## src/rtl/fetch_pkg.sv

```systemverilog
// Shared types and constants for the instruction fetch front end.
// The FAULT state is only present when FETCH_FAULT_EN is defined.
package fetch_pkg;

  localparam int PC_FIELD_W = 32;
  localparam logic [31:0] NOP_INSN = 32'h0000_0013;

  typedef struct packed {
    logic [PC_FIELD_W-1:0] pc;
    logic [31:0]           word;
  } fetch_entry_t;

  typedef enum logic [1:0] {
    IDLE,
    RUN
`ifdef FETCH_FAULT_EN
    , FAULT
`endif
  } state_t;

endpackage

```

## src/rtl/fetch_fifo.sv

```systemverilog
// Two-entry fetch queue with push, pop and flush; flush overrides both.
// A push into a full queue is accepted only when the head pops in the same cycle.
module fetch_fifo
  import fetch_pkg::*;
(
  input  logic         clk,
  input  logic         rst,
  input  logic         push,
  input  logic         pop,
  input  logic         flush,
  input  fetch_entry_t din,
  output fetch_entry_t dout,
  output logic         full,
  output logic         empty
);

  fetch_entry_t mem [2];
  logic         rd_ptr;
  logic         wr_ptr;
  logic [1:0]   count;
  logic         do_push;
  logic         do_pop;

  assign full    = (count == 2'd2);
  assign empty   = (count == 2'd0);
  assign do_pop  = pop && !empty;
  assign do_push = push && (!full || do_pop);
  assign dout    = mem[rd_ptr];

  always_ff @(posedge clk or posedge rst) begin
    if (rst) begin
      rd_ptr <= 1'b0;
      wr_ptr <= 1'b0;
      count  <= 2'd0;
      mem[0] <= '0;
      mem[1] <= '0;
    end else if (flush) begin
      rd_ptr <= 1'b0;
      wr_ptr <= 1'b0;
      count  <= 2'd0;
    end else begin
      if (do_push) begin
        mem[wr_ptr] <= din;
        wr_ptr      <= ~wr_ptr;
      end
      if (do_pop) begin
        rd_ptr <= ~rd_ptr;
      end
      count <= count + {1'b0, do_push} - {1'b0, do_pop};
    end
  end

endmodule

```

## src/rtl/fetch_ctrl.sv

```systemverilog
// Instruction fetch controller: PC sequencing, redirect handling and a 2-entry queue.
// Define FETCH_FAULT_EN to trap misaligned redirects in a sticky FAULT state.
module fetch_ctrl
  import fetch_pkg::*;
#(
  parameter int                ADDR_W   = 5,
  parameter logic [ADDR_W-1:0] RESET_PC = '0
) (
  input  logic              clk,
  input  logic              rst,
  input  logic              en,
  output logic [ADDR_W-1:0] imem_addr,
  input  logic [31:0]       imem_dout,
  input  logic              redirect_valid,
  input  logic [ADDR_W-1:0] redirect_pc,
  output logic              inst_valid,
  input  logic              inst_ready,
  output logic [31:0]       inst_word,
  output logic [ADDR_W-1:0] inst_pc,
  output logic              fault
);

  state_t            state;
  state_t            state_nxt;
  logic [ADDR_W-1:0] pc;
  logic [ADDR_W-1:0] redirect_tgt;
  logic              fetch;
  logic              flush;
  logic              pop;
  logic              full;
  logic              empty;
  fetch_entry_t      head;
  fetch_entry_t      push_entry;
  logic              unused_head_pc;

`ifdef FETCH_FAULT_EN
  logic bad_redirect;
  assign bad_redirect = redirect_valid && (redirect_pc[1:0] != 2'b00);
  assign redirect_tgt = redirect_pc;
  assign fault        = (state == FAULT);
`else
  logic unused_redirect_lsb;
  assign unused_redirect_lsb = ^redirect_pc[1:0];
  assign redirect_tgt        = {redirect_pc[ADDR_W-1:2], 2'b00};
  assign fault               = 1'b0;
`endif

  always_ff @(posedge clk or posedge rst) begin
    if (rst) state <= IDLE;
    else     state <= state_nxt;
  end

  always_comb begin
    state_nxt = state;
    case (state)
      IDLE:    if (en) state_nxt = RUN;
      RUN:     if (!en && !redirect_valid) state_nxt = IDLE;
`ifdef FETCH_FAULT_EN
      FAULT:   state_nxt = FAULT;
`endif
      default: state_nxt = IDLE;
    endcase
`ifdef FETCH_FAULT_EN
    if (bad_redirect) state_nxt = FAULT;
`endif
  end

  // A redirect always flushes; a fetch may refill a full queue only behind a pop.
  always_comb begin
    fetch = 1'b0;
    flush = redirect_valid;
    case (state)
      RUN:     fetch = en && !redirect_valid && (!full || pop);
`ifdef FETCH_FAULT_EN
      FAULT:   flush = 1'b1;
`endif
      default: ;
    endcase
  end

  always_ff @(posedge clk or posedge rst) begin
    if (rst)                 pc <= RESET_PC;
    else if (redirect_valid) pc <= redirect_tgt;
    else if (fetch)          pc <= pc + ADDR_W'(4);
  end

  assign imem_addr       = pc;
  assign push_entry.pc   = PC_FIELD_W'(pc);
  assign push_entry.word = imem_dout;
  assign pop             = inst_valid && inst_ready;

  fetch_fifo u_fifo (
    .clk   (clk),
    .rst   (rst),
    .push  (fetch),
    .pop   (pop),
    .flush (flush),
    .din   (push_entry),
    .dout  (head),
    .full  (full),
    .empty (empty)
  );

  assign unused_head_pc = ^head.pc;
  assign inst_valid     = !empty;
  assign inst_word      = empty ? NOP_INSN : head.word;
  assign inst_pc        = empty ? '0 : head.pc[ADDR_W-1:0];

endmodule

```

## config.mk

```make
export PLATFORM = sky130hd
export DESIGN_NAME = fetch_ctrl
export DESIGN_NICKNAME = d
export VERILOG_FILES = /design/src/rtl/fetch_pkg.sv /design/src/rtl/fetch_fifo.sv /design/src/rtl/fetch_ctrl.sv
export SDC_FILE = /design/constraint.sdc
export NUM_CORES = 1
export LEC_CHECK = 0
export ABC_AREA = 1
export BUFFER_PORTS_ARGS = -buffer_cell sky130_fd_sc_hd__buf_2
export CAP_MARGIN = 20
export CORE_ASPECT_RATIO = 0.75
export CORE_MARGIN = 1
export CORE_UTILIZATION = 58
export CTS_CLUSTER_SIZE = 24
export DETAILED_ROUTE_END_ITERATION = 8
export HOLD_SLACK_MARGIN = 0.1
export PLACE_DENSITY = 0.95
export SLEW_MARGIN = 0
export SYNTH_ARGS = -nofsm -noshare
export SYNTH_HDL_FRONTEND = slang
export SYNTH_SLANG_ARGS = --single-unit
```

## constraint.sdc

```tcl
create_clock -name clk -period 3.4 [get_ports clk]
set_input_delay 0 -clock clk [delete_from_list [all_inputs] [get_ports clk]]
set_output_delay 0 -clock clk [all_outputs]
set_load 0.005 [all_outputs]
```

**Word level (Yosys, flattened, before mapping)**

Cells that the tools add are included.

- Register bits: 139
- Memory bits (writable): 0
- Latch bits: 0
- ROM bits: 0
- Output and inout bits: 44
- Logic and storage cells: 63
- Input bits: 42
- Memories kept: 0

- Bitwise logic cells: 5
- Shifts and indexed selects: 0
- Mux-type cells: 19
- Magnitude comparators: 3
- Divide/modulo/power cells: 0
- Eq/ne operators: 4
- Multipliers: 0
- $add $sub $neg: 3
- Reductions and logical operators: 20

Operator list:

| cell | number |
|---|---|
| $bwmux 128 | 1 |
| $mux 37 | 3 |
| $demux 64 s1 | 1 |
| $mux 64 | 1 |
| $mux 32 | 1 |
| $mux 5 | 3 |
| $logic_and 1x1->1 | 7 |
| $mux 2 | 3 |
| $reduce_bool 2->1 | 3 |
| $add 5x3->5 const B | 1 |
| $mux 1 | 5 |
| $ge 2x2->1 const B | 2 |
| $logic_not 1->1 | 4 |
| $logic_not 2->1 | 2 |
| $ne 2x2->1 const B | 2 |
| $not 1->2 | 2 |
| $pmux 2 s2 | 1 |
| $reduce_and 2->1 | 2 |
| $not 1->1 | 3 |
| $add 2x1->2 | 1 |
| $eq 2x1->1 const B | 1 |
| $eq 2x2->1 const B | 1 |
| $logic_or 1x1->1 | 2 |
| $lt 2x1->1 const B | 1 |
| $sub 2x1->2 | 1 |

**Longest topological paths before layout**

Gate-level depths: netlist of the first run.

- Depth in word-level cells: 10
- Depth in mapped cells: 9
- Depth with buffers taken out: 9

**By module**

Synthesis of the first run repeated with hierarchy kept, for this count alone.

- Cell total of the unflattened synthesis: 930
- Area, all modules: 6,994.2 µm²

By module, submodules not included:

| module | cells each | area an instance (µm²) | sequential area each (µm²) | times used |
|---|---|---|---|---|
| fetch_fifo | 812 | 6,396.1 | 3,303.2 | 1 |
| fetch_ctrl | 118 | 598.1 | 100.1 | 1 |

**Worst setup path before layout of the first run**

OpenSTA, ideal clock, no wires.

- Kind: reg-to-reg
- From: reg u_fifo.count[1]
- To: reg u_fifo.count[0]
- Required time: 3.287 ns
- Path buffers: 0
- Library setup time: 0.113 ns
- Path slack: 1.890 ns
- Arrival time: 1.397 ns
- Clock period less this slack: 1.510 ns
- Cell stages (with the launch flop): 8
- Cells stage by stage: dfrtp_1 > nor2_1 > nor2_1 > ha_1 > inv_1 > ha_1 > inv_1 > nor2_1

- Longest elaborated chain between the ends: 10
- Elaborated cells on any way between the ends: 14
- Classes of those cells: add/sub: 2; eq/ne: 1; mux: 2; reduce/logical: 9

Ends and longest elaborated chain:

| item | RTL line | source |
|---|---|---|
| from (decl) | fetch_fifo.sv:20 | `logic [1:0] count;` |
| from (signal assigned) | fetch_fifo.sv:49 | `count <= count + {1'b0, do_push} - {1'b0, do_pop};` |
| $logic_not 2->1 | fetch_fifo.sv:25 | `assign empty = (count == 2'd0);` |
| $logic_not 1->1 | fetch_fifo.sv:26, fetch_ctrl.sv:105 |  |
| $logic_and 1x1->1 | fetch_ctrl.sv:90 | `assign pop = inst_valid && inst_ready;` |
| $logic_or 1x1->1 | fetch_ctrl.sv:73 | `RUN: fetch = en && !redirect_valid && (!full \|\| pop);` |
| $logic_and 1x1->1 | fetch_ctrl.sv:73 |  |
| $mux 1 | fetch_ctrl.sv:72 | `case (state)` |
| $logic_and 1x1->1 | fetch_fifo.sv:27 | `assign do_push = push && (!full \|\| do_pop);` |
| $add 2x1->2 | fetch_fifo.sv:49 |  |
| $sub 2x1->2 * | fetch_fifo.sv:49 |  |
| $mux 2 * | fetch_fifo.sv:37 | `end else if (flush) begin` |

Mark *: on every way between the ends. The rest lies on a longest branch, timed or not.
A chain may end at the register's enable or synchronous reset.

**Final worst setup path of the first run**

- From: in redirect_valid
- To: reg u_fifo.mem[8] in the netlist's numbering

- Longest elaborated chain between the ends: 6
- Elaborated cells on any way between the ends: 7
- Classes of those cells: mux: 1; bitwise: 1; reduce/logical: 5

Ends and longest elaborated chain:

| item | RTL line | source |
|---|---|---|
| from (decl) | fetch_ctrl.sv:14 | `input logic redirect_valid,` |
| $logic_not 1->1 | fetch_ctrl.sv:73 |  |
| $logic_and 1x1->1 (2 in series) | fetch_ctrl.sv:73 |  |
| $mux 1 | fetch_ctrl.sv:72 |  |
| $logic_and 1x1->1 | fetch_fifo.sv:27 |  |
| $reduce_and 2->1 (no source line) * | -- |  |
| to (signal, indexed assignment) | fetch_fifo.sv:43 | `mem[wr_ptr] <= din;` |
| to (decl) | fetch_fifo.sv:17 | `fetch_entry_t mem [2];` |

Marked as above.

==> flow_metrics.env, run 1 <==
export IMPL_drv_cap=0
export IMPL_ios=86
export IMPL_syn_inst=494
export IMPL_ys_types=23
export IMPL_synth_seq_area_share=0.504
export IMPL_drtAntennaViolNets=0
export IMPL_worstPathBufferInverterCount=3
export IMPL_row_count=25
export IMPL_rsz0062_at_grt="false"
export IMPL_grt_use_total=0.308
export IMPL_vias=3844
export IMPL_maxSlewViolCount=0
export IMPL_cp_start_kind="input pin"
export IMPL_drc_errors=0
export IMPL_finalHoldViolCount=0
export IMPL_cts_sinks=78
export IMPL_max_slew_margin_rel=0.408
export IMPL_crit_path_max_incr_delay_ns=0.78
export IMPL_antenna_found_initial=0
export IMPL_final_nets=635
export IMPL_tritoncts="done"
export IMPL_min_path_type="in2async"
export IMPL_vdd_drop_max_uv=448
export IMPL_avgSynthCellArea_um2=7.83
export IMPL_gp_congestion=0.772
export IMPL_syn_area_um2=3870
export IMPL_placed_area_um2=4220
export IMPL_cts_setup_buffers=0
export IMPL_numCtsBuffers=9
export IMPL_crit_path_top_delay_cell="nand3_2"
export IMPL_start_util=0.606
export IMPL_synth_warnings=0
export IMPL_cts_resized=0
export IMPL_routed_wl_um=10200
export IMPL_worstPathCellList="dlygate4sd3_1 > buf_2 > inv_2 > nand2_2 > nor2_8 > nand3_2 > nand2_1 > nand2_1"
export IMPL_grt_overflow_total=0
export IMPL_htree_levels=3
export IMPL_cts_hold_buf=39
export IMPL_ys_seq_elements=78
export IMPL_clk_insertion_delay_late_ns=0.36
export IMPL_min_period_ns=2.31
export IMPL_final_layout_size_suffix_gt1_frac=0.185
export IMPL_core_area_um2=6380
export IMPL_path_clk_slew_ns=0.07
export IMPL_fin_setup_tns_ns=0
export IMPL_wl_per_cell_um=15.1
export IMPL_viasPerCell=5.69
export IMPL_required_ns=3.64
export IMPL_drt_first_iter_violations=378
export IMPL_dieArea_um2=7010
export IMPL_worst_pin_slew_ns=0.887
export IMPL_clock_skew_ns=0.00603
export IMPL_grt_max_degree=54
export IMPL_antennaDiodeCount=0
export IMPL_grt_pass1_wl_um=16400
export IMPL_area_growth_syn_to_layout_pct=25.9
export IMPL_place_inst=620
export IMPL_p_leak_nw=2.60
export IMPL_fp_dieW_um=96.3
export IMPL_layoutNonFillerInstCount=675
export IMPL_cts_root_buf="clkbuf_8"
export IMPL_crit_type="in2reg"
export IMPL_crit_top_cell="nand2_1"
export IMPL_setup_viol=0
export IMPL_rr_worst_depth=4
export IMPL_first_pass_iters=5
export IMPL_crit_path_end_kind="register"
export IMPL_n_fill_cell=446
export IMPL_dp_hpwl_um=5850
export IMPL_cts_buffer_depth=2
export IMPL_cp_max_fo=43
export IMPL_critPathArrivalTime_ns=2.55
export IMPL_crit_cells=8
export IMPL_status="complete, no violations"
export IMPL_grt_pass1_vias=3661
export IMPL_fp_dieH_um=72.7
export IMPL_cp_top_family="simple AND/OR/NAND/NOR gates"
export IMPL_finalCritPeriodShare=0.680
export IMPL_final_cell_area_um2=4870
export IMPL_io_buffers=78
export IMPL_powerDensity_nw_per_um2=706
export IMPL_fmax_mhz=432
[cell type report]
class	instances	area [um^2]	share of cell area
sequential	78	1950	0.401
clock inverter	6	111	0.0228
multi-input combinational	363	1670	0.344
inverter	13	50.0	0.0103
clock buffer	9	124	0.0254
timing repair buffer	125	861	0.177
tap	81	101	0.0208
[cells in the mapped netlist]
cell	instances	area, um^2
a21oi_1	32	160
buf_1	3	11.3
buf_2	27	135
buf_4	5	37.5
clkbuf_1	9	33.8
clkinv_1	1	3.75
conb_1	1	3.75
dfrtp_1	78	1950
ha_1	3	37.5
inv_1	10	37.5
inv_2	2	7.51
nand2_1	229	860
nand2_2	1	6.26
nand3_1	9	45.0
nand3_2	1	10.0
nand3_4	1	17.5
nand4_1	70	438
nor2_1	6	22.5
nor2_8	1	20.0
nor3_1	1	5.00
o21ai_0	2	10.0
o21bai_1	1	7.51
xor2_1	1	8.76
[report_power, final]
part	internal (mW)	leakage (nW)	total, mW	switching, mW
Clock	0.483	0.115	0.820	0.337
Combinational	0.431	1.50	1.15	0.721
Sequential	1.26	0.986	1.47	0.209
Total	2.17	2.60	3.44	1.27
[worst reg2reg max path, stage by stage, from the launching register on]
cell	delay (ns)
dfrtp_1	0.67
inv_2	0.67
nand3_4	0.53
nand2_1	0.24
nand2_1	0.07
[metal layers]
metal  up-vias  GRT usage  share of wire
met5         -          0              0
met4         0      0.105          0.012
met3        15     0.0583          0.086
met2       203      0.548           0.49
met1      1809      0.379           0.41
li1       1817          -              -
[cell usage in the layout (no fill, tap or decap), drive strengths merged]
master	n
nand2	230
buf	86
dfrtp	78
nand4	70
dlygate4sd3	39
a21oi	32
inv	11
nand3	11
clkbuf	9
nor2	7
conb	5
clkinv	4
ha	3
bufinv	3
o21ai	2
nor3	1
xor2	1
o21bai	1
clkinvlp	1
[stage by stage]
stage               hold slack [ns]  utilization  setup WS, ns  power (mW)
floorplan                    0.0652            -          1.40        2.15
detailed placement            0.211        0.661          1.19        2.55
finish                        0.353        0.764          1.09        3.44
CTS                           0.374        0.759          1.16        3.40
global route                  0.426        0.764         0.945        3.66
global placement              0.197        0.661          1.28        2.48
[state kept, by name (all words and copies together), names as in the netlist]
signal and flops:
u_fifo.count 2, u_fifo.rd_ptr 1, u_fifo.wr_ptr 1, imem_addr 3
state 1, u_fifo.mem 70
[final timing paths]
path / start / slack [ns] / endpoint
min reg2reg: u_fifo.mem[18] / 0.48 / u_fifo.mem[18]
min in group clk: redirect_valid / 0.41 / u_fifo.count[0]
min: rst / 0.35 / u_fifo.mem[29]
max in group asynchronous: rst / 2.19 / u_fifo.rd_ptr
max reg2reg: u_fifo.wr_ptr / 1.10 / u_fifo.mem[93]
max: redirect_valid / 1.09 / u_fifo.mem[8]
[kinds of logic (layout without fill, tap and decap cells)]
family | after synthesis | in the layout | share of synthesized area
and+or+nand+nor | 319 | 319 | 0.368
DFF | 78 | 78 | 0.504
buffers and inverters | 57 | 153 | 0.0689
AOI/OAI and AO/OA | 35 | 35 | 0.0459
adders and majority gates | 3 | 3 | 0.00970
other | 1 | 5 | 0.000969
xor gates and xnor gates | 1 | 1 | 0.00226
No activity file was read; power rests on OpenSTA's default activity.
==> run 2: changes to the inputs <==
CORE_UTILIZATION = 49   (was 58)
PLACE_DENSITY = 0.88   (was 0.95)
clock period = 2 ns   (was 3.4 ns; I/O delays follow)
==> run 2 against run 1 <==
Sequential power rose by 69%; clock power rose by 90%; critical path type is now reg2out; sequential share of layout area fell by 1.0 points; power rose by 76%; worst setup slack got worse by 0.84 ns; critical endpoint is now inst_word[0]; design area rose by 2.7%; clock skew rose by 0.0017 ns; largest power group unchanged.
==> flow_metrics.env, run 2 (same netlist as run 1, synthesis figures left out) <==
export IMPL_drc_errors=0
export IMPL_final_layout_size_suffix_gt1_frac=0.197
export IMPL_path_clk_slew_ns=0.08
export IMPL_p_leak_nw=2.66
export IMPL_cts_sinks=78
export IMPL_grt_overflow_total=0
export IMPL_clock_skew_ns=0.00770
export IMPL_cts_hold_buf=39
export IMPL_final_nets=643
export IMPL_fp_dieW_um=105
export IMPL_min_path_type="in2async"
export IMPL_htree_levels=3
export IMPL_vdd_drop_max_uv=710
export IMPL_finalCritPeriodShare=0.875
export IMPL_rsz0062_at_grt="false"
export IMPL_postLayoutCoreUtil=0.667
export IMPL_antenna_found_initial=0
export IMPL_cp_max_fo=34
export IMPL_max_slew_margin_rel=0.576
export IMPL_fin_setup_tns_ns=0
export IMPL_io_buffers=78
export IMPL_tritoncts="done"
export IMPL_crit_type="reg2out"
export IMPL_min_period_ns=1.75
export IMPL_grt_use_total=0.268
export IMPL_n_fill_cell=614
export IMPL_fp_dieH_um=79.0
export IMPL_cp_start_kind="register"
export IMPL_status="complete, no violations"
export IMPL_cts_root_buf="clkbuf_8"
export IMPL_grt_max_degree=45
export IMPL_worst_pin_slew_ns=0.635
export IMPL_dieArea_um2=8260
export IMPL_maxSlewViolCount=0
export IMPL_vias=3908
export IMPL_largest_reg_flops=70
export IMPL_crit_path_end_kind="output port"
export IMPL_drtAntennaViolNets=0
export IMPL_area_growth_syn_to_layout_pct=29.3
export IMPL_drt_first_iter_violations=345
export IMPL_required_ns=2.00
export IMPL_critPathArrivalTime_ns=1.75
export IMPL_clk_insertion_delay_late_ns=0.36
export IMPL_setup_viol=0
export IMPL_ios=86
export IMPL_gp_congestion=0.810
export IMPL_first_pass_iters=5
export IMPL_final_common_cell="nand2_1"
export IMPL_finalHoldViolCount=0
export IMPL_start_util=0.516
export IMPL_drv_cap=0
export IMPL_multi_input_area_um2=1680
export IMPL_cts_buffer_depth=2
export IMPL_routed_wl_um=10600
export IMPL_cts_resized=0
export IMPL_final_cell_mix="nand2_1, dfrtp_1, buf_2"
export IMPL_core_area_um2=7500
export IMPL_regMostFlops="u_fifo.mem"
export IMPL_seqCellArea_um2=1950
export IMPL_row_count=27
export IMPL_wl_per_cell_um=15.0
export IMPL_numCtsBuffers=9
export IMPL_antennaDiodeCount=0
export IMPL_grt_pass1_wl_um=17300
export IMPL_fmax_mhz=571
export IMPL_viasPerCell=5.55
export IMPL_powerDensity_nw_per_um2=1210
export IMPL_grt_pass1_vias=3666
export IMPL_cts_setup_buffers=0
export IMPL_dp_hpwl_um=6300
run 2: cell types whose count changed in the layout (fill, tap and decap cells not counted), sizes merged:
cell,change
clkbuf,+1
buf,+8
clkinv,-1
bufinv,+1
run 2: power by group:
group / switching, mW / internal [mW] / total [mW]
Clock: 0.577 / 0.987 / 1.56
Sequential: 0.338 / 2.14 / 2.48
Combinational: 1.25 / 0.753 / 2.00
Total: 2.17 / 3.88 / 6.04
run 2: worst paths after layout:
check | start | end | slack (ns) | cells after the start
worst min register to register | u_fifo.mem[65] | u_fifo.mem[65] | 0.47 | 2
min in group clk | redirect_valid | u_fifo.count[0] | 0.41 | 3
worst max register to register | u_fifo.count[0] | u_fifo.count[1] | 0.44 | 8
max in group asynchronous | rst | u_fifo.mem[8] | 1.11 | 4
worst max-delay path | u_fifo.count[1] | inst_word[0] | 0.25 | 5
worst min-delay path | rst | u_fifo.mem[29] | 0.24 | 3
run 2: layout make-up:
class / instances / area share
multi-input combinational: 363 / 0.336
clock inverter: 6 / 0.0265
timing repair buffer: 133 / 0.185
clock buffer: 10 / 0.0275
sequential: 78 / 0.390
tap: 101 / 0.0253
inverter: 13 / 0.0100
run 2: critical path: stages, from the launching register on:
cell     delay, ns
dfrtp_1       0.45
nor2_4        0.13
buf_4         0.37
inv_1         0.17
nand3_1       0.13
buf_2         0.12
run 2: metrics by stage:
step           hold slack (ns)  area, um^2  power [mW]  worst slack (ns)  std cells
4_1_cts                  0.254        5000        6.02             0.285        704
3_3_place_gp            0.0784        4340        4.30             0.517        649
2_1_floorplan           0.0652        3880        3.66           0.00497        498
6_report                 0.244        5000        6.04             0.249        704
5_1_grt                  0.280        5000        6.45             0.174        704
3_5_place_dp            0.0924        4340        4.40             0.461        649
run 2: layer usage:
metal / routed length (um) / part of all wire / global-route usage / up-vias
met2: 5150 / 0.49 / 0.438 / 186
met5: 0 / 0 / 0 / -
met3: 878 / 0.083 / 0.0681 / 15
met4: 123 / 0.012 / 0.0873 / 0
li1: - / - / - / 1830
met1: 4410 / 0.42 / 0.353 / 1877
